File: src/rtl/cnn_pkg.sv
// Shared definitions for the CNN layer datapath blocks.
// Contents:
//   CNN_DW      - default signed data width of a channel word
//   l2f_state_t - state encoding of the layer-2 feeder FSM
package cnn_pkg;

  localparam int CNN_DW = 18;

  typedef enum logic [1:0] {
    IDLE   = 2'd0,
    STREAM = 2'd1,
    WAIT   = 2'd2,
    DONE   = 2'd3
  } l2f_state_t;

endpackage

File: src/rtl/pair_fifo.sv
// Two-word-wide FIFO holding channel-0/channel-1 result pairs.
// Parameters: DW (word width), DEPTH (entries, power of 2).
// Ports:
//   clk, rst      - clock, asynchronous active-high reset
//   push, wr_0/1  - write request and pair; ignored when full or flushing
//   pop           - read advance; ignored when empty or flushing
//   flush         - clears pointers and count, drops a same-cycle push
//   rd_0/1        - pair at the head (combinational)
//   count, full   - occupancy and full flag
module pair_fifo
  import cnn_pkg::*;
#(
  parameter int DW    = CNN_DW,
  parameter int DEPTH = 32
) (
  input  logic                       clk,
  input  logic                       rst,
  input  logic                       push,
  input  logic                       pop,
  input  logic                       flush,
  input  logic signed [DW-1:0]       wr_0,
  input  logic signed [DW-1:0]       wr_1,
  output logic signed [DW-1:0]       rd_0,
  output logic signed [DW-1:0]       rd_1,
  output logic [$clog2(DEPTH):0]     count,
  output logic                       full
);

  localparam int AW = $clog2(DEPTH);

  logic signed [DW-1:0] mem_0 [DEPTH];
  logic signed [DW-1:0] mem_1 [DEPTH];
  logic [AW-1:0]        wr_ptr;
  logic [AW-1:0]        rd_ptr;
  logic                 do_push;
  logic                 do_pop;

  assign full    = (count == (AW+1)'(DEPTH));
  assign do_push = push && !full && !flush;
  assign do_pop  = pop && (count != '0) && !flush;
  assign rd_0    = mem_0[rd_ptr];
  assign rd_1    = mem_1[rd_ptr];

  // Pointers are AW bits wide, so they wrap modulo DEPTH on their own.
  always_ff @(posedge clk or posedge rst) begin
    if (rst) begin
      wr_ptr <= '0;
      rd_ptr <= '0;
      count  <= '0;
    end else if (flush) begin
      wr_ptr <= '0;
      rd_ptr <= '0;
      count  <= '0;
    end else begin
      if (do_push) wr_ptr <= wr_ptr + AW'(1);
      if (do_pop)  rd_ptr <= rd_ptr + AW'(1);
      case ({do_push, do_pop})
        2'b10:   count <= count + (AW+1)'(1);
        2'b01:   count <= count - (AW+1)'(1);
        default: count <= count;
      endcase
    end
  end

  // Storage carries data only and needs no reset.
  always_ff @(posedge clk) begin
    if (do_push) begin
      mem_0[wr_ptr] <= wr_0;
      mem_1[wr_ptr] <= wr_1;
    end
  end

endmodule

File: src/rtl/l2_feeder.sv
// Layer-2 input stream transmitter. Buffers layer-1 result pairs and issues
// one convolution window at a time: strt with tap 0, then TAPS-1 further taps
// on consecutive cycles, paced by the engine busy flag and counted per frame.
// Optional build macro: L2_FEEDER_ERR_CHK_EN enables the sticky err flag
// (overflow push attempt, or tx_done aborting a window); otherwise err is 0.
// Ports:
//   clk, rst          - clock, asynchronous active-high reset
//   in_vld, in_0/1    - upstream pair; in_rdy = FIFO not full
//   bsy_in            - layer-2 engine busy
//   tx_done           - frame restart pulse, overrides everything
//   strt, dout_0/1    - registered window start and tap words
//   frame_end         - pulse after the last window of a frame
//   busy              - FSM in STREAM or WAIT
//   err               - sticky protocol error
module l2_feeder
  import cnn_pkg::*;
#(
  parameter int DW      = CNN_DW,
  parameter int TAPS    = 10,
  parameter int DEPTH   = 32,
  parameter int WINDOWS = 100
) (
  input  logic                 clk,
  input  logic                 rst,
  input  logic                 in_vld,
  input  logic signed [DW-1:0] in_0,
  input  logic signed [DW-1:0] in_1,
  output logic                 in_rdy,
  input  logic                 bsy_in,
  input  logic                 tx_done,
  output logic                 strt,
  output logic signed [DW-1:0] dout_0,
  output logic signed [DW-1:0] dout_1,
  output logic                 frame_end,
  output logic                 busy,
  output logic                 err
);

  localparam int CW = $clog2(DEPTH) + 1;
  localparam int TW = (TAPS > 1) ? $clog2(TAPS) : 1;
  localparam int WW = $clog2(WINDOWS + 1);

  l2f_state_t           state;
  logic [TW-1:0]        tap_cnt;
  logic [WW-1:0]        win_cnt;
  logic                 wait_first;
  logic [CW-1:0]        count;
  logic                 full;
  logic signed [DW-1:0] rd_0;
  logic signed [DW-1:0] rd_1;
  logic                 issue;
  logic                 pop;

  pair_fifo #(
    .DW    (DW),
    .DEPTH (DEPTH)
  ) u_fifo (
    .clk   (clk),
    .rst   (rst),
    .push  (in_vld),
    .pop   (pop),
    .flush (tx_done),
    .wr_0  (in_0),
    .wr_1  (in_1),
    .rd_0  (rd_0),
    .rd_1  (rd_1),
    .count (count),
    .full  (full)
  );

  assign in_rdy = !full;
  assign busy   = (state == STREAM) || (state == WAIT);

  // A whole window must be buffered before issue so taps never stall.
  assign issue = (state == IDLE) && (count >= CW'(TAPS)) && !bsy_in &&
                 (win_cnt < WW'(WINDOWS));
  assign pop   = !tx_done && (issue || (state == STREAM));

  always_ff @(posedge clk or posedge rst) begin
    if (rst) begin
      state      <= IDLE;
      tap_cnt    <= '0;
      win_cnt    <= '0;
      wait_first <= 1'b0;
      strt       <= 1'b0;
      dout_0     <= '0;
      dout_1     <= '0;
      frame_end  <= 1'b0;
    end else begin
      // Outputs default to idle values; only tap cycles drive data.
      strt      <= 1'b0;
      frame_end <= 1'b0;
      dout_0    <= '0;
      dout_1    <= '0;
      if (tx_done) begin
        state      <= IDLE;
        tap_cnt    <= '0;
        win_cnt    <= '0;
        wait_first <= 1'b0;
      end else begin
        case (state)
          IDLE: begin
            if (issue) begin
              strt    <= 1'b1;
              dout_0  <= rd_0;
              dout_1  <= rd_1;
              win_cnt <= win_cnt + WW'(1);
              tap_cnt <= TW'(1);
              state   <= (TAPS > 1) ? STREAM : WAIT;
              wait_first <= (TAPS <= 1);
            end
          end
          STREAM: begin
            dout_0 <= rd_0;
            dout_1 <= rd_1;
            if (tap_cnt == TW'(TAPS - 1)) begin
              tap_cnt    <= '0;
              wait_first <= 1'b1;
              state      <= WAIT;
            end else begin
              tap_cnt <= tap_cnt + TW'(1);
            end
          end
          WAIT: begin
            // The engine raises bsy_out one cycle late, so the first WAIT
            // cycle cannot trust bsy_in.
            if (wait_first) begin
              wait_first <= 1'b0;
            end else if (!bsy_in) begin
              if (win_cnt == WW'(WINDOWS)) begin
                state     <= DONE;
                frame_end <= 1'b1;
              end else begin
                state <= IDLE;
              end
            end
          end
          DONE: begin
            state <= DONE;
          end
          default: state <= IDLE;
        endcase
      end
    end
  end

`ifdef L2_FEEDER_ERR_CHK_EN
  logic err_r;

  always_ff @(posedge clk or posedge rst) begin
    if (rst) begin
      err_r <= 1'b0;
    end else if ((in_vld && !in_rdy) || (tx_done && (state == STREAM))) begin
      err_r <= 1'b1;
    end
  end

  assign err = err_r;
`else
  assign err = 1'b0;
`endif

endmodule

File: config.mk
export PLATFORM = sky130hd
export DESIGN_NAME = l2_feeder
export DESIGN_NICKNAME = d
export VERILOG_FILES = /design/src/rtl/cnn_pkg.sv /design/src/rtl/pair_fifo.sv /design/src/rtl/l2_feeder.sv
export SDC_FILE = /design/constraint.sdc
export NUM_CORES = 1
export LEC_CHECK = 0
export ABC_AREA = 1
export BUFFER_PORTS_ARGS = -buffer_cell sky130_fd_sc_hd__buf_2
export CELL_PAD_IN_SITES_DETAIL_PLACEMENT = 0
export CELL_PAD_IN_SITES_GLOBAL_PLACEMENT = 1
export CORE_ASPECT_RATIO = 1.25
export CORE_UTILIZATION = 52
export CTS_CLUSTER_DIAMETER = 100
export DETAILED_ROUTE_END_ITERATION = 8
export GPL_TIMING_DRIVEN = 0
export PLACE_DENSITY_LB_ADDON = 0.1
export SLEW_MARGIN = 15
export SYNTH_ARGS = -nofsm -noshare
export SYNTH_HDL_FRONTEND = slang
export SYNTH_HIERARCHICAL = 1
export SYNTH_SLANG_ARGS = --single-unit
File: constraint.sdc
create_clock -name clk -period 7.2 [get_ports clk]
set_clock_uncertainty 0.1 [all_clocks]
set_input_delay 1.08 -clock clk [delete_from_list [all_inputs] [get_ports clk]]
set_output_delay 1.08 -clock clk [all_outputs]
set_load 0.03 [all_outputs]
==> results.yml, run 1 <==
run_status:
  outcome: "completed"
synth:
  synth_top_area_share_pct: 70.1
  synth_largest_area_cell: "edfxtp_1"
  ys_types: 35
  synthFlopType: "edfxtp_1"
  yosys_register_bits: 1220
  synthesis.area_mm2: 0.0493
  syn_inst: 4004
  ys_seq_area_share_pct: 73.6
  async_reset_ff_share_pct: 5.57
  syn_nets: 4064
  synth_area_leaders: "edfxtp_1, nor2_1, o21ai_0"
  synth_edf_count: 1152
  syn_avg_cell_area_um2: 12.3
  yosysWarnings: 6
global_route:
  antenna_found_initial: 5
  grt_pass1_wl_mm: 220
  met2_usage_pct: 55.2
  grt_max_degree: 42
  grt_overflow: 0
  grt_pass1_vias: 31900
  top_usage_layer: "met2"
  use_met1_pct: 41.2
  use_met3_pct: 4.29
  grt_use_total_pct: 32.3
die:
  die_height_um: 346
  die_w_um: 277
  start_util_pct: 52.7
  die-area_mm2: 0.0961
  io_pins: 82
  num_rows: 125
  core_area_mm2: 0.0935
timing:
  setup_viol: 0
  min_period_ns: 3.66
  whs_ns: 0.219
  hold_viol_final: 0
  worstMarginPinSlew_ns: 1.31
  finalCritPeriodShare_pct: 50.9
  drv_slew: 0
  slew_headroom_pct: 12.5
  rsz0062_at_grt: "false"
  tns_ns: 0
  fmax_mhz: 273
  fin_ws_ns: 3.54
worst_setup_path:
  r2r_slack_ns: 3.54
  crit_path_end_kind: "flop"
  slowest_delay_ns: 0.41
  cp_slowest_cell: "dfrtp_1"
  path_class: "flop to flop"
  required_ns: 7.70
  reg2reg_depth: 22
  timing.rr.end: "u_fifo/count[5]"
  cp_common_cell: "nand2_1"
  start_kind: "flop"
  worstPathArrival_ns: 4.16
  crit_chain: "inv_1, ha_1, inv_1, nor2_8, nand3_4, nor2_8, nor2_8, buf_12, inv_2, nand2_1, nor2_1, nand2_1, inv_1, ha_1, nand2_1, nand2_1, nand3_1, nand3_1, inv_1, nand3_1, nand3_1, nand2_1"
  crit_path_max_fanout: 10
  rr_startpoint: "state[0]"
clocking:
  cts.sinks: 1220
  cts_root_buffer: "clkbuf_16"
  htree_levels: 3
  clk_pin_slew_ns: 0.06
  cts-hold-fix-buffers: 0
  clock_latency_ns: 0.72
  cts_resized: 0
  postCtsSetupRepairBufs: 0
  cts_tree: "done"
  clockBufferDepth: 3
  cts_buffers: 119
place:
  gp_congestion: 0.870
  pre_cts_ws_ns: 3.12
  dp_hpwl_mm: 108
  numPlacedInstances: 5344
  port_buffers: 80
  placed_cell_area_mm2: 0.0528
routing:
  dr.pass1.iters: 8
  drc: 0
  vias: 33300
  ant_nets: 0
  post_drt_wl_per_cell_um: 27.9
  via_per_inst: 5.98
  wl_mm: 156
  drtIter0Drc: 3891
power:
  leakagePower_uw: 0.0203
  ir_drop_mv: 0.243
  powerDensity_mw_per_mm2: 298
layout:
  fin_nets: 4319
  drive_gt1_share_pct: 11.8
  final_cells: 5571
  final_cell_area_mm2: 0.0568
  num-fill-cells: 7395
  area_growth_pct: 15.2
hold_path:
  holdCritPathClass: "primary input to asynchronous set/reset pin"
run:
  cap_violations: 0
[through the flow]
stage               power, uW  util (%)
finish                  16900      60.7
CTS                     17000      60.7
detailed placement      10600      56.4
global placement        10600      54.8
global route            17400      60.7
floorplan                9520         -
[worst max path at each step]
stage,from,to,slack (ns),depth (start not counted)
6_report,state[0],u_fifo/count[5],3.54,22
5_1_grt,state[1],u_fifo/count[5],3.29,22
4_1_cts,state[1],u_fifo/count[5],3.57,22
3_5_place_dp,tx_done,u_fifo/count[5],3.12,19
3_3_place_gp,tx_done,u_fifo/mem_0[21][10],1.06,6
2_1_floorplan,tx_done,u_fifo/mem_0[11][0],3.56,4
[worst max-delay path, delay by kind of cell, from the launching register on]
family / cells / cell delay [ns]
and+or+nand+nor: 14 / 1.62
buffers and inverters: 6 / 0.80
adders and majority gates: 2 / 0.62
DFF: 1 / 0.41
[flip-flops by register name (all words and copies together) (netlist names), 2 cells and up]
signal and flops:
dout_0 18, dout_1 18, state 2, tap_cnt 4
u_fifo/count 6, u_fifo/mem_0 576, u_fifo/mem_1 576, u_fifo/rd_ptr 5
u_fifo/wr_ptr 5, win_cnt 7
[cell usage after synthesis (4+ instances only)]
cell type     n
a21oi_1      79
buf_1        23
buf_2        86
buf_4        13
clkbuf_1    117
dfrtp_1      68
edfxtp_1   1152
ha_1         18
inv_1       200
inv_2         5
nand2_1     481
nand2_2       5
nand3_1     213
nand4_1      10
nor2_1      702
nor2_4       29
nor2_8        4
nor3_1        5
o211ai_1    144
o21ai_0     390
o21ai_1     161
o22ai_1      72
or2_2         9
[cell families after synthesis]
group,count (synthesis),synth area share [%]
flip-flops,1220,73.6
AND/OR/NAND/NOR,1462,12.4
other,1,0.00760
adder cells (fa/ha/maj),19,0.497
XOR/XNOR,6,0.107
AO/OA/AOI/OAI,848,9.53
buffers and inverters,448,3.85
[power breakdown]
| group | internal [uW] | switching [uW] |
|---|---|---|
| clock network | 3720 | 2680 |
| registers | 7850 | 53.1 |
| logic | 628 | 1980 |
[final cells by class]
cell class	instances	area, um^2	area share (%)
Multi-Input combinational cell	2336	11400	20.0
Timing Repair Buffer	134	1690	2.97
Clock inverter	77	871	1.53
Clock buffer	149	3160	5.56
Inverter	205	772	1.36
Buffer	243	1130	1.98
Antenna cell	1	2.50	0.00441
Sequential cell	1220	36300	63.9
Tap cell	1206	1510	2.66
[metal layers]
layer,up-vias,part of all wire (%)
met2,1637,50
li1,14700,-
met5,-,0.034
met3,355,8.2
met1,16600,38
met4,8,4.5
[cell usage in the layout (no fill, tap or decap), types with 79 or more instances in the layout]
master,synthesis,final
nand2_1,481,481
a21oi_1,79,79
clkbuf_1,117,140
o21ai_0,390,390
edfxtp_1,1152,1152
clkbuf_16,0,119
o21ai_1,161,161
nor2_1,702,670
nand3_1,213,213
buf_2,86,166
o211ai_1,144,144
inv_1,200,199
Note: power is estimated with default switching activity, not from simulation.
==> inputs of run 2 (changes only) <==
ABC_AREA = 0   (was 1)
CORE_UTILIZATION = 50   (was 52)
clock period = 3.25 ns   (was 7.2 ns; I/O delays follow)
==> run 2 against run 1 <==
Compared with the run above:
- synthesized cell count shrank 37%
- sequential cell count stayed put
- sequential power grew 120%
- non-clock buffer count shrank 83
- area after synthesis is 3.1% lower
- utilization down 1.9 points
- cell count shrank 26%
- maximum frequency grew 13%
- via count down 25%
- setup slack got worse by 3.5 ns
==> results.yml, run 2 <==
worst_setup_path:
  start_kind: "flop"
  crit_path_max_fanout: 10
  cp_slowest_cell: "clkbuf_1"
  crit_chain: "buf_2, clkbuf_1, mux4_2, mux2_2, nand2_1, nand4_1, and2_1"
  crit_path_end_kind: "flop"
  required_ns: 3.72
  worstPathArrival_ns: 3.71
  slowest_delay_ns: 0.81
  path_class: "flop to flop"
timing:
  rsz0062_at_grt: "true"
  slew_headroom_pct: 24.5
  min_period_ns: 3.24
  hold_viol_final: 0
  worstMarginPinSlew_ns: 1.13
  whs_ns: 0.0840
  drv_slew: 0
  finalCritPeriodShare_pct: 99.7
  setup_viol: 0
  tns_ns: 0
  fin_ws_ns: 0.0112
  fmax_mhz: 309
synth:
  yosysWarnings: 6
  synthesis.area_mm2: 0.0478
  syn_avg_cell_area_um2: 18.9
  ys_seq_area_share_pct: 76.0
  synth_area_leaders: "edfxtp_1, mux4_2, mux2i_1"
  synth_largest_area_cell: "edfxtp_1"
  ys_top_cells_by_count: "edfxtp_1, mux2i_1, nand2_1"
  syn_inst: 2531
  synth_top_area_share_pct: 72.4
  syn_nets: 2591
  synth.most_common_cell: "edfxtp_1"
  ys_types: 63
  synthFlopType: "edfxtp_1"
  synth_edf_count: 1152
  yosys_register_bits: 1220
  async_reset_ff_share_pct: 5.57
die:
  die-area_mm2: 0.0968
  die_w_um: 278
  start_util_pct: 50.5
  io_pins: 82
  die_height_um: 348
  core_area_mm2: 0.0946
  num_rows: 126
run:
  cap_violations: 0
clocking:
  cts_buffers: 117
  htree_levels: 3
  clockBufferDepth: 3
  clk_pin_slew_ns: 0.06
  clock_latency_ns: 0.70
  cts_tree: "done"
  cts_root_buffer: "clkbuf_16"
  cts.sinks: 1220
global_route:
  grt_pass1_vias: 25500
  grt_pass1_wl_mm: 180
  grt_max_degree: 33
  grt_overflow: 0
  grt_use_total_pct: 26.4
  antenna_found_initial: 1
layout:
  final_core_util_pct: 58.8
  reg_top3: "u_fifo/mem_0 x576, u_fifo/mem_1 x576"
  area_growth_pct: 16.4
  fin_nets: 2870
  layout_commonest_cell: "edfxtp_1"
  mostFrequentLayoutCells: "edfxtp_1, mux2i_1, nand2_1"
  drive_gt1_share_pct: 24.5
routing:
  dr.pass1.iters: 5
  via_per_inst: 6.07
  vias: 25100
  ant_nets: 0
  wl_mm: 126
  drc: 0
  drtIter0Drc: 2637
  post_drt_wl_per_cell_um: 30.5
power:
  leakagePower_uw: 0.0176
  p_comb_share_pct: 9.5
  p_clk_share_pct: 40.2
  p_int_uw: 26900
  swShare_pct: 22.8
  p_seq_share_pct: 50.2
  powerDensity_mw_per_mm2: 627
  p_sw_uw: 7940
  ir_drop_mv: 0.522
hold_path:
  holdCritPathClass: "primary input to flop"
place:
  gp_congestion: 0.783
  dp_hpwl_mm: 81.9
  pre_cts_ws_ns: -0.764
  port_buffers: 80
run_status:
  outcome: "completed"
[run 2: cell types whose count changed after synthesis, moves of 142 or more]
| cell | before | now |
|---|---|---|
| o21ai_0 | 390 | 7 |
| inv_1 | 200 | 16 |
| mux2i_1 | 0 | 291 |
| nor2_1 | 702 | 57 |
| mux4_2 | 0 | 144 |
| nand2_1 | 481 | 161 |
| o21ai_1 | 161 | 0 |
| o211ai_1 | 144 | 2 |
[run 2: cell families after synthesis]
| logic type | count (synthesis) | share of synthesized area [%] |
|---|---|---|
| buffers and inverters | 150 | 1.60 |
| flip-flops | 1220 | 76.0 |
| other | 1 | 0.00785 |
| adder cells (fa/ha/maj) | 19 | 0.513 |
| AO/OA/AOI/OAI | 199 | 2.80 |
| XOR/XNOR | 8 | 0.147 |
| multiplexers | 515 | 14.8 |
| AND/OR/NAND/NOR | 419 | 4.18 |
[run 2: repair_timing]
action                                 in CTS  in global routing
gates cloned                                0                  0
hold buffers                                1                  0
buffers inserted                           12                  6
setup endpoints to repair                 205                335
pin swaps                                  14                  7
endpoints found under the hold margin      43                  0
resized for setup                          13                 24
[run 2: worst paths after layout]
path,from,to,slack [ns],cells past startpoint
worst max-delay path,u_fifo/rd_ptr[1],dout_0[3],0.01,7
worst min-delay path,bsy_in,frame_end,0.08,3
worst max register to register,u_fifo/rd_ptr[1],dout_0[3],0.01,7
worst min register to register,win_cnt[6],win_cnt[6],0.48,2
max in group asynchronous,rst,dout_1[7],2.18,4
min in group asynchronous,rst,tap_cnt[1],0.27,3
[run 2: through the flow]
step | total power (uW) | instance area, um^2 | instances
final | 34900 | 55600 | 4128
after global placement | 21000 | 49700 | 3827
after CTS | 35000 | 55500 | 4121
after detailed placement | 21100 | 51300 | 3888
after floorplan | 19900 | 47800 | 2531
after global routing | 35900 | 55600 | 4127
[run 2: worst max-delay path: cells and delay by family (launching register included)]
kind	cells	cell delay, ns
buffers and inverters	2	1.27
flip-flops	1	0.48
multiplexers	2	0.71
AND/OR/NAND/NOR	3	0.57
[run 2: area by class of cell]
type | instances | area, um^2
clock buffers | 154 | 3240
well taps | 1216 | 1520
inverters | 16 | 65.1
repair buffers | 160 | 1900
plain buffers | 134 | 728
fillers | 7020 | 39000
multi-input cells | 1161 | 11100
diodes | 1 | 2.50
flip-flops and latches | 1220 | 36300
clock inverters | 66 | 759
[run 2: power by group through the flow]
stage | logic, uW | clock network [uW] | registers, uW
after floorplan | 1920 | 0 | 18000
after global placement | 3130 | 0 | 17800
after detailed placement | 3220 | 0 | 17800
after CTS | 3270 | 14300 | 17500
after global routing | 3560 | 14800 | 17500
final | 3320 | 14000 | 17500
[run 2: per-layer routing]
layer / GRT usage [%] / share of wire, % / vias to the layer above
met4: 6.35 / 2.0 / 0
met3: 3.61 / 5.8 / 165
met1: 36.1 / 41 / 13400
li1: - / - / 10700
met2: 44.9 / 51 / 847
met5: 0 / 0 / -
